[src/rtl/proc_ctrl_datapath.sv]
// proc_ctrl_datapath
//   Multi-cycle 10-bit processor core: instruction register, general registers
//   R0..R3, accumulator A, result register G, add/sub ALU, shared bus mux and a
//   four-state timestep FSM (T0..T3).
//
//   Instruction word IR[9:0]:
//     [9:8] opcode  00 mv, 01 mvi, 10 add, 11 sub
//     [7:6] X       destination / first operand
//     [5:4] Y       source
//     [3:0] ignored
//
//   Handshake: RUN is a request level qualified only in T0. When the FSM is in
//   T0 and a fetch is requested, IR captures DIN on that edge and the
//   instruction runs to completion. RUN is ignored in T1..T3, so a request can
//   never interrupt an instruction. DONE marks the last timestep of every
//   instruction, and is high for exactly one cycle.
//
//   Optional build macro: RUN_EDGE_EN
//     undefined : level-sensitive RUN (holding RUN high runs back-to-back)
//     defined   : RUN is registered once and a fetch needs a 0->1 transition,
//                 so holding RUN high runs exactly one instruction.
//
//   Debug visibility: the FSM state is exported directly as TSTEP.

module proc_ctrl_datapath #(
  parameter int REG_SEL = 1
) (
  input  logic       CLKb,
  input  logic       CLRb,
  input  logic       RUN,
  input  logic [9:0] DIN,
  output logic [9:0] BUS,
  output logic [9:0] REG,
  output logic [1:0] TSTEP,
  output logic       DONE
);

  // ---------------------------------------------------------------------------
  // Types and constants
  // ---------------------------------------------------------------------------
  typedef enum logic [1:0] {
    T0 = 2'd0,
    T1 = 2'd1,
    T2 = 2'd2,
    T3 = 2'd3
  } tstep_t;

  localparam logic [1:0] OP_MV  = 2'b00;
  localparam logic [1:0] OP_MVI = 2'b01;
  localparam logic [1:0] OP_ADD = 2'b10;
  localparam logic [1:0] OP_SUB = 2'b11;

  localparam logic [1:0] REG_IDX = 2'(REG_SEL);

  // ---------------------------------------------------------------------------
  // State and datapath registers
  // ---------------------------------------------------------------------------
  tstep_t     state;
  tstep_t     state_nxt;

  logic [9:0] ir;
  logic [9:0] r [4];
  logic [9:0] a;
  logic [9:0] g;

  // Decoded instruction fields
  logic [1:0] op;
  logic [1:0] x;
  logic [1:0] y;

  // Control strobes produced by the output decode
  logic       fetch;
  logic       ir_wr;
  logic       r_wr;
  logic       a_wr;
  logic       g_wr;
  logic       done_c;
  logic [9:0] bus_c;
  logic [9:0] alu_res;

  // The low nibble of IR carries no meaning; fold it so it is visibly consumed.
  logic       unused_ir_bits;

  assign op             = ir[9:8];
  assign x              = ir[7:6];
  assign y              = ir[5:4];
  assign unused_ir_bits = ^ir[3:0];

  // ---------------------------------------------------------------------------
  // Fetch qualification
  // ---------------------------------------------------------------------------
`ifdef RUN_EDGE_EN
  logic run_q;

  // Remember the previous RUN sample so T0 can detect a rising edge.
  always_ff @(posedge CLKb or negedge CLRb) begin
    if (!CLRb) begin
      run_q <= 1'b0;
    end else begin
      run_q <= RUN;
    end
  end

  // Current RUN high and previous sample low: one fetch per key press.
  assign fetch = RUN & ~run_q;
`else
  // Level-sensitive: any cycle in T0 with RUN high starts an instruction.
  assign fetch = RUN;
`endif

  // ---------------------------------------------------------------------------
  // FSM: state register
  // ---------------------------------------------------------------------------
  // Timestep register; reset aborts any instruction and returns to T0.
  always_ff @(posedge CLKb or negedge CLRb) begin
    if (!CLRb) begin
      state <= T0;
    end else begin
      state <= state_nxt;
    end
  end

  // ---------------------------------------------------------------------------
  // FSM: next-state logic
  // ---------------------------------------------------------------------------
  // mv/mvi finish in T1; add/sub (opcode MSB set) continue through T2 and T3.
  always_comb begin
    state_nxt = T0;
    case (state)
      T0:      state_nxt = fetch ? T1 : T0;
      T1:      state_nxt = op[1] ? T2 : T0;
      T2:      state_nxt = T3;
      T3:      state_nxt = T0;
      default: state_nxt = T0;
    endcase
  end

  // ---------------------------------------------------------------------------
  // FSM: output decode (bus select, write strobes, DONE)
  // ---------------------------------------------------------------------------
  // The bus defaults to DIN, which is what T0 (and reset) must show.
  always_comb begin
    bus_c  = DIN;
    ir_wr  = 1'b0;
    r_wr   = 1'b0;
    a_wr   = 1'b0;
    g_wr   = 1'b0;
    done_c = 1'b0;
    case (state)
      T0: begin
        bus_c = DIN;
        ir_wr = fetch;
      end
      T1: begin
        case (op)
          OP_MV: begin
            bus_c  = r[y];
            r_wr   = 1'b1;
            done_c = 1'b1;
          end
          OP_MVI: begin
            bus_c  = DIN;
            r_wr   = 1'b1;
            done_c = 1'b1;
          end
          default: begin
            bus_c = r[x];
            a_wr  = 1'b1;
          end
        endcase
      end
      T2: begin
        bus_c = r[y];
        g_wr  = 1'b1;
      end
      T3: begin
        bus_c  = g;
        r_wr   = 1'b1;
        done_c = 1'b1;
      end
      default: begin
        bus_c = DIN;
      end
    endcase
  end

  // ---------------------------------------------------------------------------
  // ALU: modulo-1024 add or subtract of A and the bus, no carry out
  // ---------------------------------------------------------------------------
  // Subtract only for the sub opcode; add otherwise (only consumed in T2).
  always_comb begin
    alu_res = a + bus_c;
    if (op == OP_SUB) begin
      alu_res = a - bus_c;
    end
  end

  // ---------------------------------------------------------------------------
  // Datapath registers
  // ---------------------------------------------------------------------------
  // IR captures the instruction word on the fetch edge and holds otherwise.
  always_ff @(posedge CLKb or negedge CLRb) begin
    if (!CLRb) begin
      ir <= '0;
    end else if (ir_wr) begin
      ir <= DIN;
    end
  end

  // General registers: every write to R[X] takes its data from the bus.
  always_ff @(posedge CLKb or negedge CLRb) begin
    if (!CLRb) begin
      for (int i = 0; i < 4; i++) begin
        r[i] <= '0;
      end
    end else if (r_wr) begin
      r[x] <= bus_c;
    end
  end

  // Accumulator A latches the first operand in T1 of add/sub.
  always_ff @(posedge CLKb or negedge CLRb) begin
    if (!CLRb) begin
      a <= '0;
    end else if (a_wr) begin
      a <= bus_c;
    end
  end

  // Result register G latches the ALU output in T2 of add/sub.
  always_ff @(posedge CLKb or negedge CLRb) begin
    if (!CLRb) begin
      g <= '0;
    end else if (g_wr) begin
      g <= alu_res;
    end
  end

  // ---------------------------------------------------------------------------
  // Outputs (combinational from state and registers)
  // ---------------------------------------------------------------------------
  assign BUS   = bus_c;
  assign REG   = r[REG_IDX];
  assign TSTEP = state;
  assign DONE  = done_c;

endmodule

[config.mk]
export PLATFORM = sky130hd
export DESIGN_NAME = proc_ctrl_datapath
export DESIGN_NICKNAME = d
export VERILOG_FILES = /design/src/rtl/proc_ctrl_datapath.sv
export SDC_FILE = /design/constraint.sdc
export NUM_CORES = 1
export LEC_CHECK = 0
export BUFFER_PORTS_ARGS = -buffer_cell sky130_fd_sc_hd__buf_4
export CORE_AREA = 4 4 76 131
export CTS_CLUSTER_SIZE = 14
export DETAILED_ROUTE_END_ITERATION = 8
export DIE_AREA = 0 0 80 135
export PLACE_DENSITY_LB_ADDON = 0.2
export SLEW_MARGIN = 20
export SYNTH_ARGS = -nofsm -noshare
export SYNTH_HDL_FRONTEND = slang
export SYNTH_SLANG_ARGS = --single-unit
[constraint.sdc]
create_clock -name CLKb -period 8.7 [get_ports CLKb]
set_clock_uncertainty 0.1 [all_clocks]
set_input_delay 0.87 -clock CLKb [delete_from_list [all_inputs] [get_ports CLKb]]
set_output_delay 0.87 -clock CLKb [all_outputs]
set_load 0.03 [all_outputs]
# [Word level (Yosys, flattened, before mapping)]
# Index checks and enable logic that the tools add are counted.
# Widths: inputs -> output; s select.
[word_totals] ff_bits=72 inputBits=13 out_inout_bits=23 word_cells=45
[op_classes] addsub=2 order_cmp=3 eq_ne=5 mux=21 n_bitwise=2 n_reduce_logical=4
[op_table] operator="$mux 10" n=6
[op_table] operator="$bmux 10 s2" n=2
[op_table] operator="$bwmux 40" n=1
[op_table] operator="$pmux 10 s4" n=1
[op_table] operator="$demux 10 s2" n=1
[op_table] operator="$pmux 10 s2" n=1
[op_table] operator="$add 10x10->10" n=1
[op_table] operator="$sub 10x10->10" n=1
[op_table] operator="$pmux 2 s4" n=1
[op_table] operator="$eq 2x2->1 const B" n=3
[op_table] operator="$ge 3x3->1 const B" n=2
[op_table] operator="$mux 1" n=6
[op_table] operator="$not 2->3" n=2
[op_table] operator="$eq 2x1->1 const B" n=2
[op_table] operator="$logic_not 2->1" n=2
[op_table] operator="$lt 3x1->1 const B" n=1
[op_table] operator="$mux 2" n=1
[op_table] operator="$pmux 1 s2" n=1
[op_table] operator="$reduce_or 2->1" n=1
[op_table] operator="$logic_and 1x1->1" n=1

# [Longest topological paths before layout]
[depth] ltp_word=8 mapped_depth=19 mapped_depth_nobuf=17

# [Worst setup path after synthesis]
# No wires, ideal clock.
[synth_timing] path_kind="register -> register" from="reg state[0] (netlist: TSTEP[0])" to="reg g[8]" setup_time_ps=95 arrival_ps=3910 path_slack_ps=4594 stages_incl_launch_ff=19 period_less_slack_ps=4106 cell_sequence="dfrtp_1 clkbuf_1 nor4b_4 o21ai_0 o2111ai_2 inv_1 ha_1 nand2_1 a21boi_0 inv_1 fa_1 nor2b_1 o21ai_0 a21boi_0 o21ai_0 a21boi_0 o21a_1 nor3_1 o31ai_1"
[synth_via] elab_chain_cells=4 elab_cells_between_ends=9
[synth_lines] element="start, declared" line_no="58" rtl="tstep_t state;"
[synth_lines] element="start signal, assigned" line_no="119" rtl="state <= state_nxt;"
[synth_lines] element="$eq 2x2->1 (tied with other cells)" line_no="149" rtl="case (state)"
[synth_lines] element="$pmux 10 s4 (*)" line_no="149"
[synth_lines] element="via BUS[0]" line_no="32" rtl="output logic [9:0] BUS,"
[synth_lines] element="$add 10x10->10 / $sub 10x10->10 (equally long branches)" line_no="192, 194"
[synth_lines] element="$mux 10 (*)" line_no="193" rtl="if (op == OP_SUB) begin"
[synth_lines] element="end signal, assigned" line_no="235" rtl="g <= alu_res;"
[synth_lines] element="end, declared" line_no="64" rtl="logic [9:0] g;"
# Mark *: on every way through the listed nets, which the timed path passes. The rest lies on a longest branch.
# A chain may end at the register's enable or synchronous reset.

# [Worst setup path in the final report]
[layout_timing] from="reg ir[6]" to="reg g[8]"
[layout_via] elab_chain_cells=8 elab_cells_between_ends=9
[layout_lines] element="start, declared" line_no="61" rtl="logic [9:0] ir;"
[layout_lines] element="start signal, assigned" line_no="204" rtl="ir <= '0;"
[layout_lines] element="start signal, assigned" line_no="206" rtl="ir <= DIN;"
[layout_lines] element="$not 2->3 (implied by the code) (*)" line_no="167" rtl="bus_c = r[x];"
[layout_lines] element="$bmux 10 s2 (*)" line_no="167"
[layout_lines] element="$mux 10 (implied by the code) (*) (2 in series)" line_no="167"
[layout_lines] element="$pmux 10 s2 (*)" line_no="155" rtl="case (op)"
[layout_lines] element="$pmux 10 s4 (*)" line_no="149"
[layout_lines] element="$add 10x10->10 / $sub 10x10->10 (equally long branches)" line_no="192, 194"
[layout_lines] element="$mux 10 (*)" line_no="193"
# Every way passes the cells marked *; elsewhere a longest branch is shown, timed or not. The select of a mux whose other input is x is not followed.

==> impl_results.md <==
* Setup bufs post-CTS at 0
* Setup slack, reg-to-reg at 4.14 ns
* Period Utilization, post-route at 0.5245
* Max Cap Violations at 0
* Critical Path AT at 4.70 ns
* WS Path Type: reg -> reg
* Hold path startpoint: a[2]
* Hold_buf cts at 0
* 1st-pass router iterations at 4
* Most used DFF post-synth: dfrtp_1
* Port Buffers at 35
* GRT overflow at 0
* Row count at 46
* Most common cell after layout, fill and taps aside: nand2_1
* Cells on worst reg2reg path at 17
* Syn Inst Count at 386
* DRT Wirelength at 9.474 mm
* Yosys top cell area share at 0.4328
* Initial antenna violation count at 0
* CP endpoint kind: flip-flop
* Max FO, Critical Path at 15
* Setup TNS at 0 ns
* DRT antenna net count at 0
* Vias in the first global route at 3091
* Minimum clock period at 4.563 ns
* Setup WS post-layout at 4.137 ns
* Layout cell share with drive strength beyond 1 at 0.2476
* CP startpoint kind: flip-flop
* First-pass GRT wire length at 15.93 mm
* DR iter-0 viols at 122
* Die area at 10800 um2
* Most frequent cells in the layout: 74 x nand2_1, 68 x dfrtp_1, 41 x o21ai_0, 38 x buf_4
* DR WL/cell at 17.81 um
* FMAX at 219.2 MHz
* Critical Path RT at 8.84 ns
* Final nets at 431
* Max Root-Sink Buffers at 2
* Max-slew violations at 0
* Core region area at 8979 um2
* Synth top area cells: dfrtp_1 43%, mux4_2 11%, nand2_1 7.1%
* Vias post-DR at 2870
* CTS root buf: clkbuf_16
* Reg clk slew, reported paths at 0.06 ns
* RSZ-0062 raised after global routing: false
* Diode count at 0
* All-Layer GR Usage at 0.1948
* R2R Path End: g[8]
* Hold depth at 2
* Syn_nets at 410
* Final Hold Fails at 0
* Sequential share of the synthesized area at 0.4328
* Clk_lat worst skew at 0.34 ns
* RD Place Congestion at 0.8268
* Die H at 135 um
* Max_slew headroom at 0.4142
* Status: completed
* Hold Path Class: reg -> reg
* Netlist cell types at 42
* H-tree Lvls at 3
* Via/cell ratio at 5.395
* Residual DRC at 0
* Worst slew pin tran at 0.8786 ns
* Synth async-reset ratio at 1.000
* Mapped Area at 3931 um2
* Post-synth EDFFs at 0
* Clk sink count at 68
* CTS tree: done
* # setup viols final at 0
* Hold worst-path end: a[2]
* Synth Area per Inst at 10.18 um2
* Io pins at 36
* FF-to-FF Start: ir[6]
* CTS resizes at 0
* Largest area contributor in the netlist: dfrtp_1
* #FFs+latches synth at 68
* Syn-to-layout area delta at 15.91%
* Worst slack at placement at 4.120 ns
* TritonCTS buffer count at 9
* Post-detail-place hpwl at 7.125 mm
* Die width at 80 um
* Yosys warns at 0
* Largest net degree at the start of global routing at 69
* Initial Util at 0.4378
-- synthesized netlist by cell type, drive strengths merged, types with 2 or more instances --
cell    count
o2111a      7
mux2        9
xnor2      12
nand2b     13
inv        26
mux4       20
nand3b      2
o31ai       5
nand3       3
nor3        5
and2        2
nand2      74
o21ai      50
a31oi       4
a21o        2
dfrtp      68
buf        14
a21oi      12
a21boi      3
clkbuf     14
ha         10
o21a        2
nor2       15
nor2b       3
-- logic make-up after synthesis --
group / after synthesis / share of synthesized area
xor+xnor: 13 / 0.02896
flops: 68 / 0.4328
buf+inv: 54 / 0.06715
simple gates: 122 / 0.1461
mux: 29 / 0.1413
fa+ha+maj: 11 / 0.03692
compound gates: 89 / 0.1467
-- critical path, stage by stage (launching register included) --
cell and delay [ns]:
dfrtp_1 0.83, mux4_2 0.59, nand2b_1 0.12, o2111ai_2 0.19, inv_1 0.19, ha_1 0.26
nand2_1 0.05, a21boi_0 0.27, inv_1 0.10, fa_1 0.44, nor2b_1 0.12, o21ai_0 0.11
a21boi_0 0.28, o21ai_0 0.15, a21boi_0 0.25, o21a_1 0.17, nor3_1 0.05, o31ai_1 0.19
-- cell type report --
type                       instances  area, um2
inverter                          26      97.59
multi-input combinational        264       1971
tap                              120      150.1
clock buffer                      12      256.5
timing repair buffer              38      285.3
clock inverter                     4      95.09
sequential                        68       1702
fill                             874       4422
-- worst max path at each step --
stage | from | end | depth (start not counted)
after floorplan | TSTEP[0] | g[8] | 18
after global placement | ir[6] | g[8] | 17
after detailed placement | ir[6] | g[8] | 17
after CTS | ir[6] | g[8] | 17
after global routing | ir[6] | g[8] | 17
final | ir[6] | g[8] | 17
-- through the flow --
| stage | utilization | instances | cell area (um2) | hold WS [ns] |
|---|---|---|---|---|
| 2_1_floorplan | - | 386 | 3931 | 0.3463 |
| 3_3_place_gp | 0.4684 | 516 | 4205 | 0.3635 |
| 3_5_place_dp | 0.4684 | 516 | 4205 | 0.3718 |
| 4_1_cts | 0.5075 | 532 | 4557 | 0.3845 |
| 5_1_grt | 0.5075 | 532 | 4557 | 0.4027 |
| 6_report | 0.5075 | 532 | 4557 | 0.3827 |
-- flip-flops by register name, summed over array words and instances (netlist names), named ones only --
| name | cells |
|---|---|
| r | 30 |
| REG | 10 |
| g | 10 |
| ir | 6 |
| a | 10 |
| TSTEP | 1 |
-- per-layer routing --
layer / global-route usage / wire, um
met1: 0.2282 / 3756
met2: 0.3390 / 5152
met3: 0.03138 / 288
met4: 0.09586 / 276
met5: 0 / 0
Power is not shown: default switching activity piles up to over one toggle a cycle in this logic, so the estimate is an artifact.
